$ cat config.mk
export PLATFORM = sky130hd
export DESIGN_NAME = boot_loader
export DESIGN_NICKNAME = d
export VERILOG_FILES = /design/src/rtl/boot_loader_pkg.sv /design/src/rtl/boot_loader.sv
export SDC_FILE = /design/constraint.sdc
export NUM_CORES = 1
export LEC_CHECK = 0
export ABC_AREA = 0
export BUFFER_PORTS_ARGS = -buffer_cell sky130_fd_sc_hd__buf_2
export CAP_MARGIN = 20
export CELL_PAD_IN_SITES_DETAIL_PLACEMENT = 0
export CELL_PAD_IN_SITES_GLOBAL_PLACEMENT = 1
export CORE_UTILIZATION = 50
export DETAILED_ROUTE_END_ITERATION = 7
export PLACE_DENSITY = 0.88
export RECOVER_POWER = 100
export SYNTH_ARGS = -nofsm -noshare
export SYNTH_HDL_FRONTEND = slang
export SYNTH_SLANG_ARGS = --single-unit
export TNS_END_PERCENT = 5
$ cat constraint.sdc
create_clock -name CLK -period 5.02 [get_ports CLK]
set_input_delay 0.251 -clock CLK [delete_from_list [all_inputs] [get_ports CLK]]
set_output_delay 0.251 -clock CLK [all_outputs]
set_load 0.01 [all_outputs]
$ cat src/rtl/boot_loader_pkg.sv
// Shared types and constants for the boot loader.
package boot_loader_pkg;

  typedef enum logic [2:0] {
    S_ADDR_LO = 3'd0,
    S_ADDR_HI = 3'd1,
    S_LEN_LO  = 3'd2,
    S_LEN_HI  = 3'd3,
    S_DATA    = 3'd4,
    S_CSUM    = 3'd5,
    S_DONE    = 3'd6,
    S_ERR     = 3'd7
  } state_t;

  // ADDR_LO, ADDR_HI, LEN_LO, LEN_HI; header states are encoded 0..HDR_BYTES-1
  localparam int HDR_BYTES = 4;

endpackage

$ cat src/rtl/boot_loader.sv
// Byte-stream boot loader: parses an addr/len header, writes payload to RAM, releases the CPU.
// Define BOOT_LOADER_CHECKSUM_EN to require a trailing mod-256 payload checksum byte.
module boot_loader
  import boot_loader_pkg::*;
#(
  parameter int ADDR_W         = 16,
  parameter int HOLD_AFTER_ERR = 1
) (
  input  logic              CLK,
  input  logic              RST,
  input  logic [7:0]        RxData,
  input  logic              RxValid,
  output logic              RxReady,
  output logic              MemWE,
  output logic [ADDR_W-1:0] MemAddress,
  output logic [7:0]        MemDataOut,
  output logic              CpuHold,
  output logic              Done,
  output logic              Error
);

`ifdef BOOT_LOADER_CHECKSUM_EN
  localparam state_t S_FINAL = S_CSUM;
`else
  localparam state_t S_FINAL = S_DONE;
`endif

  state_t            state, state_nxt;
  logic [7:0]        addr_lo, len_lo;
  logic [15:0]       remaining;
  logic [ADDR_W-1:0] wr_ptr;
  logic              in_hdr, accept;

  assign in_hdr  = int'(state) < HDR_BYTES;
  assign RxReady = !RST && (in_hdr || state == S_DATA || state == S_CSUM);
  assign accept  = RxValid && RxReady;

`ifdef BOOT_LOADER_CHECKSUM_EN
  logic [7:0] csum;
`endif

  always_ff @(posedge CLK or posedge RST) begin
    if (RST) state <= S_ADDR_LO;
    else     state <= state_nxt;
  end

  always_comb begin
    state_nxt = state;
    if (accept) begin
      case (state)
        S_ADDR_LO: state_nxt = S_ADDR_HI;
        S_ADDR_HI: state_nxt = S_LEN_LO;
        S_LEN_LO:  state_nxt = S_LEN_HI;
        S_LEN_HI:  state_nxt = ({RxData, len_lo} != 16'd0) ? S_DATA : S_FINAL;
        S_DATA:    if (remaining == 16'd1) state_nxt = S_FINAL;
`ifdef BOOT_LOADER_CHECKSUM_EN
        S_CSUM:    state_nxt = (csum == RxData) ? S_DONE : S_ERR;
`endif
        default:   state_nxt = state;
      endcase
    end
  end

  // Header capture, write pointer and payload countdown
  always_ff @(posedge CLK or posedge RST) begin
    if (RST) begin
      addr_lo   <= '0;
      len_lo    <= '0;
      remaining <= '0;
      wr_ptr    <= '0;
    end else if (accept) begin
      case (state)
        S_ADDR_LO: addr_lo <= RxData;
        S_ADDR_HI: wr_ptr  <= ADDR_W'({RxData, addr_lo});
        S_LEN_LO:  len_lo  <= RxData;
        S_LEN_HI:  remaining <= {RxData, len_lo};
        S_DATA: begin
          remaining <= remaining - 16'd1;
          wr_ptr    <= wr_ptr + ADDR_W'(1);
        end
        default: ;
      endcase
    end
  end

  // Registered RAM port: one pulse per accepted payload byte, address/data hold when idle
  always_ff @(posedge CLK or posedge RST) begin
    if (RST) begin
      MemWE      <= 1'b0;
      MemAddress <= '0;
      MemDataOut <= '0;
    end else begin
      MemWE <= accept && state == S_DATA;
      if (accept && state == S_DATA) begin
        MemAddress <= wr_ptr;
        MemDataOut <= RxData;
      end
    end
  end

  always_ff @(posedge CLK or posedge RST) begin
    if (RST) begin
      CpuHold <= 1'b1;
      Done    <= 1'b0;
    end else begin
      if (state_nxt == S_DONE && state != S_DONE) begin
        Done    <= 1'b1;
        CpuHold <= 1'b0;
      end
      if (state_nxt == S_ERR && state != S_ERR)
        CpuHold <= (HOLD_AFTER_ERR != 0);
    end
  end

`ifdef BOOT_LOADER_CHECKSUM_EN
  always_ff @(posedge CLK or posedge RST) begin
    if (RST) begin
      csum  <= '0;
      Error <= 1'b0;
    end else begin
      if (accept && state == S_DATA) csum <= csum + RxData;
      if (state_nxt == S_ERR && state != S_ERR) Error <= 1'b1;
    end
  end
`else
  assign Error = 1'b0;
`endif

endmodule
Word-level counts from Yosys, hierarchy flattened
Index checks and enable logic that the tools add are counted. W data, S select, Z words.

Bits in registers: 78. Input bits: 11. Output and inout bits: 29. Logic and storage cells: 48.

Add/sub/neg operators: 2. Order comparisons: 1. Equality and inequality tests: 10. Muxes and demuxes: 8. Reductions and logical operators: 17.

Operator list (count): $pmux W16 S2 (2); $add A16 B1 Y16 const B (1); $eq A16 B1 Y1 const B (1); $reduce_bool A16 Y1 (1); $sub A16 B1 Y16 const B (1); $pmux W3 S5 (1); $eq A3 B3 Y1 const B (4); $reduce_and A2 Y1 (4); $eq A3 B2 Y1 const B (2); $mux W3 (2); $ne A3 B3 Y1 const B (2); $reduce_bool A2 Y1 (3); $logic_and A1 B1 Y1 (5); $eq A3 B1 Y1 const B (1); $logic_not A3 Y1 (1); $lt A3 B3 Y1 const B (1); $logic_or A1 B1 Y1 (2); $mux W1 (2); $mux W2 (1); $logic_not A1 Y1 (1).

Depth between registers and ports, before layout
Gate-level depths: netlist of run 1.

Word-level depth: 10. Depth in mapped cells: 7. Gate-level depth less buffers: 6.

Worst setup path after synthesis of run 1
Ideal clock, no wire load.

Kind: flip-flop to flip-flop. From: register remaining[0]. To: register remaining[14]. Library setup time: 0.069 ns. Data arrival time: 1.890 ns. Data required time: 4.951 ns. Setup slack: 3.061 ns. Stages on the path, launching flop included: 8. Buffers on the path: 1. Period minus slack after synthesis: 1.959 ns. Cells stage by stage: dfrtp_1 inv_1 ha_1 or3b_1 buf_2 nand4b_4 or4_1 nand3_1.

Word-level cells in the longest chain between the ends: 2.

Ends and longest elaborated chain: from (decl) (line boot_loader.sv:30) `logic [15:0] remaining;`; from (signal assigned) (line boot_loader.sv:76) `S_LEN_HI: remaining <= {RxData, len_lo};`; from (signal assigned) (line boot_loader.sv:78) `remaining <= remaining - 16'd1;`; $sub A16 B1 Y16 (line boot_loader.sv:78); $pmux W16 S2 (line boot_loader.sv:72) `case (state)`.

No other way between the ends. A chain may end at the register's enable or synchronous reset.

Final worst setup path of run 1
From: register state[1]. To: register remaining[14].

Word-level cells in the longest chain between the ends: 6. Elaborated cells on any way between the ends: 11. Classes of those cells: order compare: 1; eq/ne: 3; mux: 1; reduce/logical: 6.

Ends and longest elaborated chain: from (decl) (line boot_loader.sv:28) `state_t state, state_nxt;`; from (signal assigned) (line boot_loader.sv:44) `else state <= state_nxt;`; $lt A3 B3 Y1 / $eq A3 B3 Y1 (equally long branches) (line boot_loader.sv:34, boot_loader.sv:35, boot_loader.sv:72); $logic_or A1 B1 Y1 (2 in series) (line boot_loader.sv:35) `assign RxReady = !RST && (in_hdr || state == S_DATA || state == S_CSUM);`; $logic_and A1 B1 Y1 (line boot_loader.sv:35); $logic_and A1 B1 Y1 (line boot_loader.sv:36) `assign accept = RxValid && RxReady;`; $reduce_and A2 Y1 (no line).

Several ways; a longest one is shown, not always the timed one.

==> summary.md, run 1 <==
| Metric | Value |
|---|---|
| Wire per inst | 16.8 um |
| Root buf cell | clkbuf_8 |
| Hold_buf cts | 0 |
| Total Routing Usage GR | 22.3% |
| Synthesis Warnings | 0 |
| Post-route ant nets | 0 |
| Placed Cells | 485 |
| Pwr Density | 647 nW/um2 |
| Post-CTS Setup Repair Bufs | 0 |
| Layout area overhead | 10.2% |
| Cells after synthesis | 369 |
| Sequential area share after synthesis | 50.5% |
| Compound-Gate Fraction of Synth Area | 16.6% |
| Die Ht | 90.0 um |
| Synth unique cells | 58 |
| Critical path class | reg2reg |
| Overall routed net length | 8.41 mm |
| DRC viols | 0 |
| Final Hold Viols | 0 |
| Io pins | 40 |
| Register area | 1950 um2 |
| Failing checks | capacitance limit, slew limit |
| CTS Buffer Depth | 2 |
| Multi-input combinational cell area | 1770 um2 |
| Fillers | 663 |
| Place WS | 2.61 ns |
| Commonest cells after routing, fill and taps aside | 77 x dfrtp_1, 39 x mux2_2, 34 x clkbuf_1 |
| Die ar. | 8100 um2 |
| Fmax | 0.358 GHz |
| Total gr overflow | 0 |
| Die width | 90.0 um |
| Crit Path Max Fanout | 46 |
| Multiplexer share of the synthesized area | 11.6% |
| Cell taking the most area after synthesis | dfrtp_1 |
| Synth Cell Area | 3870 um2 |
| Status | complete, but fails checks |
| Core area | 7370 um2 |
| Hold_ws | 0.155 ns |
| Syn_area_per_cell | 10.5 um2 |
| Num CTS Buffers | 9 |
| Non-Filler Instances | 502 |
| Post-synth EDFFs | 0 |
| TritonCTS clock tree | built |
| Slew headroom | -20.7% |
| Adder-cell share of the synthesized area | 0.970% |
| Period Utilization, post-route | 55.7% |
| Synth Area in Simple Gates | 16.5% |
| Top_reg_cell synth | dfrtp_1 |
| Gpl congestion | 0.848 |
| Synth Area in XOR/XNOR | 0.453% |
| Synth top area share | 49.8% |
| #FFs+latches synth | 78 |
| Post-detail-place hpwl | 5.57 mm |
| Setup_tns | 0 ns |
| RSZ-0062 raised after global routing | false |
| Clock skew | 0.0110 ns |
| FP Rows | 31 |
| Final min period | 2.80 ns |
| Worst setup margin | 2.22 ns |
| Synth area leaders | dfrtp_1 50%, mux2_2 11%, a21oi_1 3.5% |
| Vias in the first global route | 2703 |
| Vias/cell | 5.99 |
| Post-Place Cell Area | 4110 um2 |
| First-pass GRT wire length | 14.1 mm |
| FFs w/ async S/R, synth | 100% |
| Final setup viols | 0 |
| Buffers on Ports | 38 |
| Worst hold path type | in2async |
| CP Capture Type | flop |
| H-tree lvl count | 3 |
| Clock sink total | 78 |
| CP Data Required Time | 5.30 ns |
| Final net count | 412 |
| Worst-Margin Slew | 1.80 ns |
| Post-cts sizing count | 0 |
| Inserted Diodes | 0 |
| Layout cells sized above 1 | 17.1% |
| Worst IR Drop VDD | 364 uV |
| Initial antenna violation count | 0 |
| Syn_nets | 383 |
| Commonest non-fill, non-tap cell in the layout | dfrtp_1 |
| Skew-Pair Late Insertion Delay | 0.36 ns |
| Finished Cell Area | 4260 um2 |
| CP startpoint kind | flop |
| Max-slew violation count | 17 |
| Starting Density | 52.5% |
| Reg clk slew, reported paths | 0.07 ns |
| Largest net degree at the start of global routing | 52 |
| DRT iter0 DRCs | 303 |
| Max-cap violations | 1 |
| Largest family of logic cells by synthesized area | compound AO/OA/AOI/OAI gates |
| Crit path arrival time | 3.08 ns |
| Lkg Pwr | 1.73 nW |
| TritonRoute pass-1 iters | 5 |
| DR vias | 3008 |
==> worst paths after layout <==
| check | to | slack [ns] | cells past startpoint | from |
|---|---|---|---|---|
| min in group CLK | addr_lo[7]$_DFFE_PP0P_ | 0.21 | 2 | RxData[7] |
| setup reg to reg | remaining[14]$_DFFE_PP0P_ | 2.22 | 5 | state[1]$_DFF_PP0_ |
| setup / recovery | remaining[14]$_DFFE_PP0P_ | 2.22 | 5 | state[1]$_DFF_PP0_ |
| max in group asynchronous | wr_ptr[11]$_DFFE_PP0P_ | 3.00 | 3 | RST |
| hold / removal | addr_lo[3]$_DFFE_PP0P_ | 0.16 | 2 | RST |
| hold reg to reg | CpuHold$_DFFE_PP1P_ | 0.47 | 1 | CpuHold$_DFFE_PP1P_ |
==> final cells by class <==
cell class,instances,area share [%]
Tap cell,99,2.90
Clock buffer,13,3.49
Multi-Input combinational cell,261,41.6
Timing Repair Buffer,42,4.08
Clock inverter,3,1.61
Inverter,6,0.528
Sequential cell,78,45.8
==> sequential cells by signal, indices dropped and copies added (netlist names) <==
name / cells
CpuHold: 1
Done: 1
MemAddress: 16
MemDataOut: 8
MemWE: 1
addr_lo: 8
len_lo: 8
remaining: 16
state: 3
wr_ptr: 16
==> logic make-up (layout without fill, tap and decap cells) <==
family	count (synthesis)	after routing
other cells	1	1
xor+xnor	2	2
buf+inv	30	64
simple gates	116	116
fa+ha+maj	3	3
mux	40	40
compound gates	99	99
flops	78	78
==> metal layers <==
metal | GRT usage (%) | part of all wire [%] | routed length [um]
met1 | 33.9 | 48 | 4050
met2 | 31.9 | 44 | 3700
met3 | 3.55 | 5.8 | 485
met4 | 8.33 | 2.0 | 170
met5 | 0 | 0 | 0
==> Yosys cell counts, drive strengths merged, types with 2 or more instances <==
cell	count
nand2b	2
o21a	3
o311ai	3
nor3	11
ha	3
or3	2
mux2	39
or2	2
or3b	2
nor4	14
a2bb2oi	7
and3	2
o21ai	23
a22oi	3
nand4	9
inv	6
clkbuf	13
nor2	21
dfrtp	77
o2bb2ai	2
a32oi	2
nand2	29
o22a	5
a21oi	27
nand3	11
o22ai	7
o211ai	3
nor3b	2
buf	11
and4	2
or4	2
a31oi	6
==> worst max-delay path: stages (launching register included) <==
cell and delay, ns:
dfrtp_1 0.50, nor3b_1 0.24, buf_4 0.42, nand2_1 0.73, or4_1 0.73, nand3_1 0.10
==> per-stage QoR <==
step	utilization (%)	total power, mW
global route	57.9	2.96
global placement	55.7	2.24
finish	57.9	2.76
CTS	58.7	2.80
detailed placement	55.7	2.28
floorplan	-	1.98
==> where the power goes <==
group	switching, mW	total (mW)	internal (mW)
registers	0.273	1.19	0.916
clock network	0.226	0.522	0.296
logic	0.588	1.05	0.458
total	1.09	2.76	1.67
Note: power is estimated with default switching activity, not from simulation.
==> run 2: changes to the inputs <==
--- a/config.mk
+++ b/config.mk
@@ -10,9 +10,9 @@
 export CAP_MARGIN = 20
 export CELL_PAD_IN_SITES_DETAIL_PLACEMENT = 0
 export CELL_PAD_IN_SITES_GLOBAL_PLACEMENT = 1
-export CORE_UTILIZATION = 50
+export CORE_UTILIZATION = 46
 export DETAILED_ROUTE_END_ITERATION = 7
-export PLACE_DENSITY = 0.88
+export PLACE_DENSITY = 0.82
 export RECOVER_POWER = 100
 export SYNTH_ARGS = -nofsm -noshare
 export SYNTH_HDL_FRONTEND = slang
==> constraint.sdc (replaced) <==
create_clock -name CLK -period 2.75 [get_ports CLK]
set_input_delay 0.1375 -clock CLK [delete_from_list [all_inputs] [get_ports CLK]]
set_output_delay 0.1375 -clock CLK [all_outputs]
set_load 0.01 [all_outputs]
==> summary.md, run 2 (synthesis gave the netlist of run 1 again) <==
| Metric | Value |
|---|---|
| Status | complete, no violations |
| TritonCTS clock tree | built |
| RSZ-0062 raised after global routing | false |
| Die width | 93.7 um |
| Period Utilization, post-route | 85.2% |
| Critical path class | reg2reg |
| DR vias | 3040 |
| Finished Cell Area | 4300 um2 |
| Fin util | 52.6% |
| Largest net degree at the start of global routing | 57 |
| Clock skew | 0.0116 ns |
| Post-cts sizing count | 0 |
| Worst IR Drop VDD | 509 uV |
| Total Routing Usage GR | 22.2% |
| Skew-Pair Late Insertion Delay | 0.36 ns |
| Worst hold path type | in2reg |
| Biggest regs | MemAddress (16), remaining (16), wr_ptr (16) |
| Io pins | 40 |
| Commonest cells after routing, fill and taps aside | 77 x dfrtp_1, 39 x mux2_2, 33 x clkbuf_1 |
| First-pass GRT wire length | 14.8 mm |
| Hold path depth | 2 |
| FP Rows | 33 |
| Starting Density | 47.3% |
| Gpl congestion | 0.762 |
| Post-detail-place hpwl | 6.02 mm |
| Overall routed net length | 9.13 mm |
| Hold Path Sink | len_lo[7]$_DFFE_PP0P_ |
| Commonest non-fill, non-tap cell in the layout | dfrtp_1 |
| Crit path arrival time | 2.61 ns |
| CP startpoint kind | flop |
| Buffers on Ports | 38 |
| Wire per inst | 17.8 um |
| DRC viols | 0 |
| Post-Place Cell Area | 4170 um2 |
| CP Data Required Time | 3.02 ns |
| Total gr overflow | 0 |
| Worst-Margin Slew | 0.926 ns |
| Reg2reg end | wr_ptr[7]$_DFFE_PP0P_ |
| CTS Buffer Depth | 2 |
| Fmax | 0.427 GHz |
| Fillers | 778 |
| Die ar. | 8780 um2 |
| Reg2Reg Depth | 5 |
| DRT iter0 DRCs | 298 |
| Vias in the first global route | 2832 |
| Initial antenna violation count | 0 |
| Final setup viols | 0 |
| Core area | 8180 um2 |
| Post-layout total power | 5.03 mW |
| Final net count | 418 |
| Die Ht | 93.7 um |
| Reg2Reg Launch Point | state[0]$_DFF_PP0_ |
| HP Start | RxData[7] |
| Num CTS Buffers | 9 |
| Layout cells sized above 1 | 19.1% |
| Slew headroom | 37.8% |
| Setup_tns | 0 ns |
| Post-route ant nets | 0 |
| Clock sink total | 78 |
| Hold_ws | 0.132 ns |
| Crit Path Max Fanout | 12 |
| Hold_buf cts | 1 |
| Post-CTS Setup Repair Bufs | 0 |
| Pwr Density | 1170 nW/um2 |
| Layout area overhead | 11.0% |
| Root buf cell | clkbuf_8 |
| CP Capture Type | flop |
| H-tree lvl count | 3 |
| Vias/cell | 5.91 |
| Final min period | 2.34 ns |
| Lkg Pwr | 1.74 nW |
| Reg clk slew, reported paths | 0.09 ns |
| Inserted Diodes | 0 |
| Final Hold Viols | 0 |
| TritonRoute pass-1 iters | 5 |
| Worst reg-to-reg setup slack | 0.41 ns |
| Max-slew violation count | 0 |
| Max-cap violations | 0 |
-- run 2: where the power goes --
part	total, mW	switching [mW]	internal (mW)
sequential	2.19	0.520	1.67
clock	0.859	0.437	0.422
combinational	1.98	1.11	0.866
-- run 2: final cells by class --
class                   instances  area [um2]  share of cell area (%)
well taps                     105         131                    3.06
flip-flops and latches         78        1950                    45.5
repair buffers                 48         219                    5.10
clock buffers                  11         131                    3.06
inverters                       6        22.5                   0.524
multi-input cells             261        1780                    41.4
clock inverters                 5        58.8                    1.37
-- run 2: per-layer routing --
layer / vias to the layer above / share of wire [%] / global-route usage [%] / routed length [um]
met3: 10 / 6.6 / 5.99 / 599
met5: - / 0 / 0 / 0
met2: 95 / 45 / 33.5 / 4130
met1: 1475 / 47 / 32.0 / 4300
met4: 0 / 1.0 / 5.00 / 91
li1: 1460 / - / - / -
-- run 2: metrics by stage --
| stage | instances | setup slack [ns] |
|---|---|---|
| floorplan | 369 | 0.619 |
| global placement | 497 | 0.677 |
| detailed placement | 497 | 0.626 |
| CTS | 514 | 0.618 |
| global route | 514 | 0.268 |
| finish | 514 | 0.407 |
-- run 2: worst max-delay path by stage --
stage	startpoint	end	cells after the start
2_1_floorplan	RST	Done$_DFFE_PP0P_	1
3_3_place_gp	state[1]$_DFF_PP0_	remaining[7]$_DFFE_PP0P_	5
3_5_place_dp	state[1]$_DFF_PP0_	remaining[7]$_DFFE_PP0P_	5
4_1_cts	state[1]$_DFF_PP0_	remaining[7]$_DFFE_PP0P_	5
5_1_grt	state[0]$_DFF_PP0_	wr_ptr[7]$_DFFE_PP0P_	5
6_report	state[0]$_DFF_PP0_	wr_ptr[7]$_DFFE_PP0P_	5
-- run 2: worst max-delay path: stages, from the launching register on --
cell and delay, ns:
dfrtp_1 0.51, xnor2_1 0.19, nor3_1 0.76, clkbuf_1 0.46, a21oi_1 0.14, a31oi_1 0.20
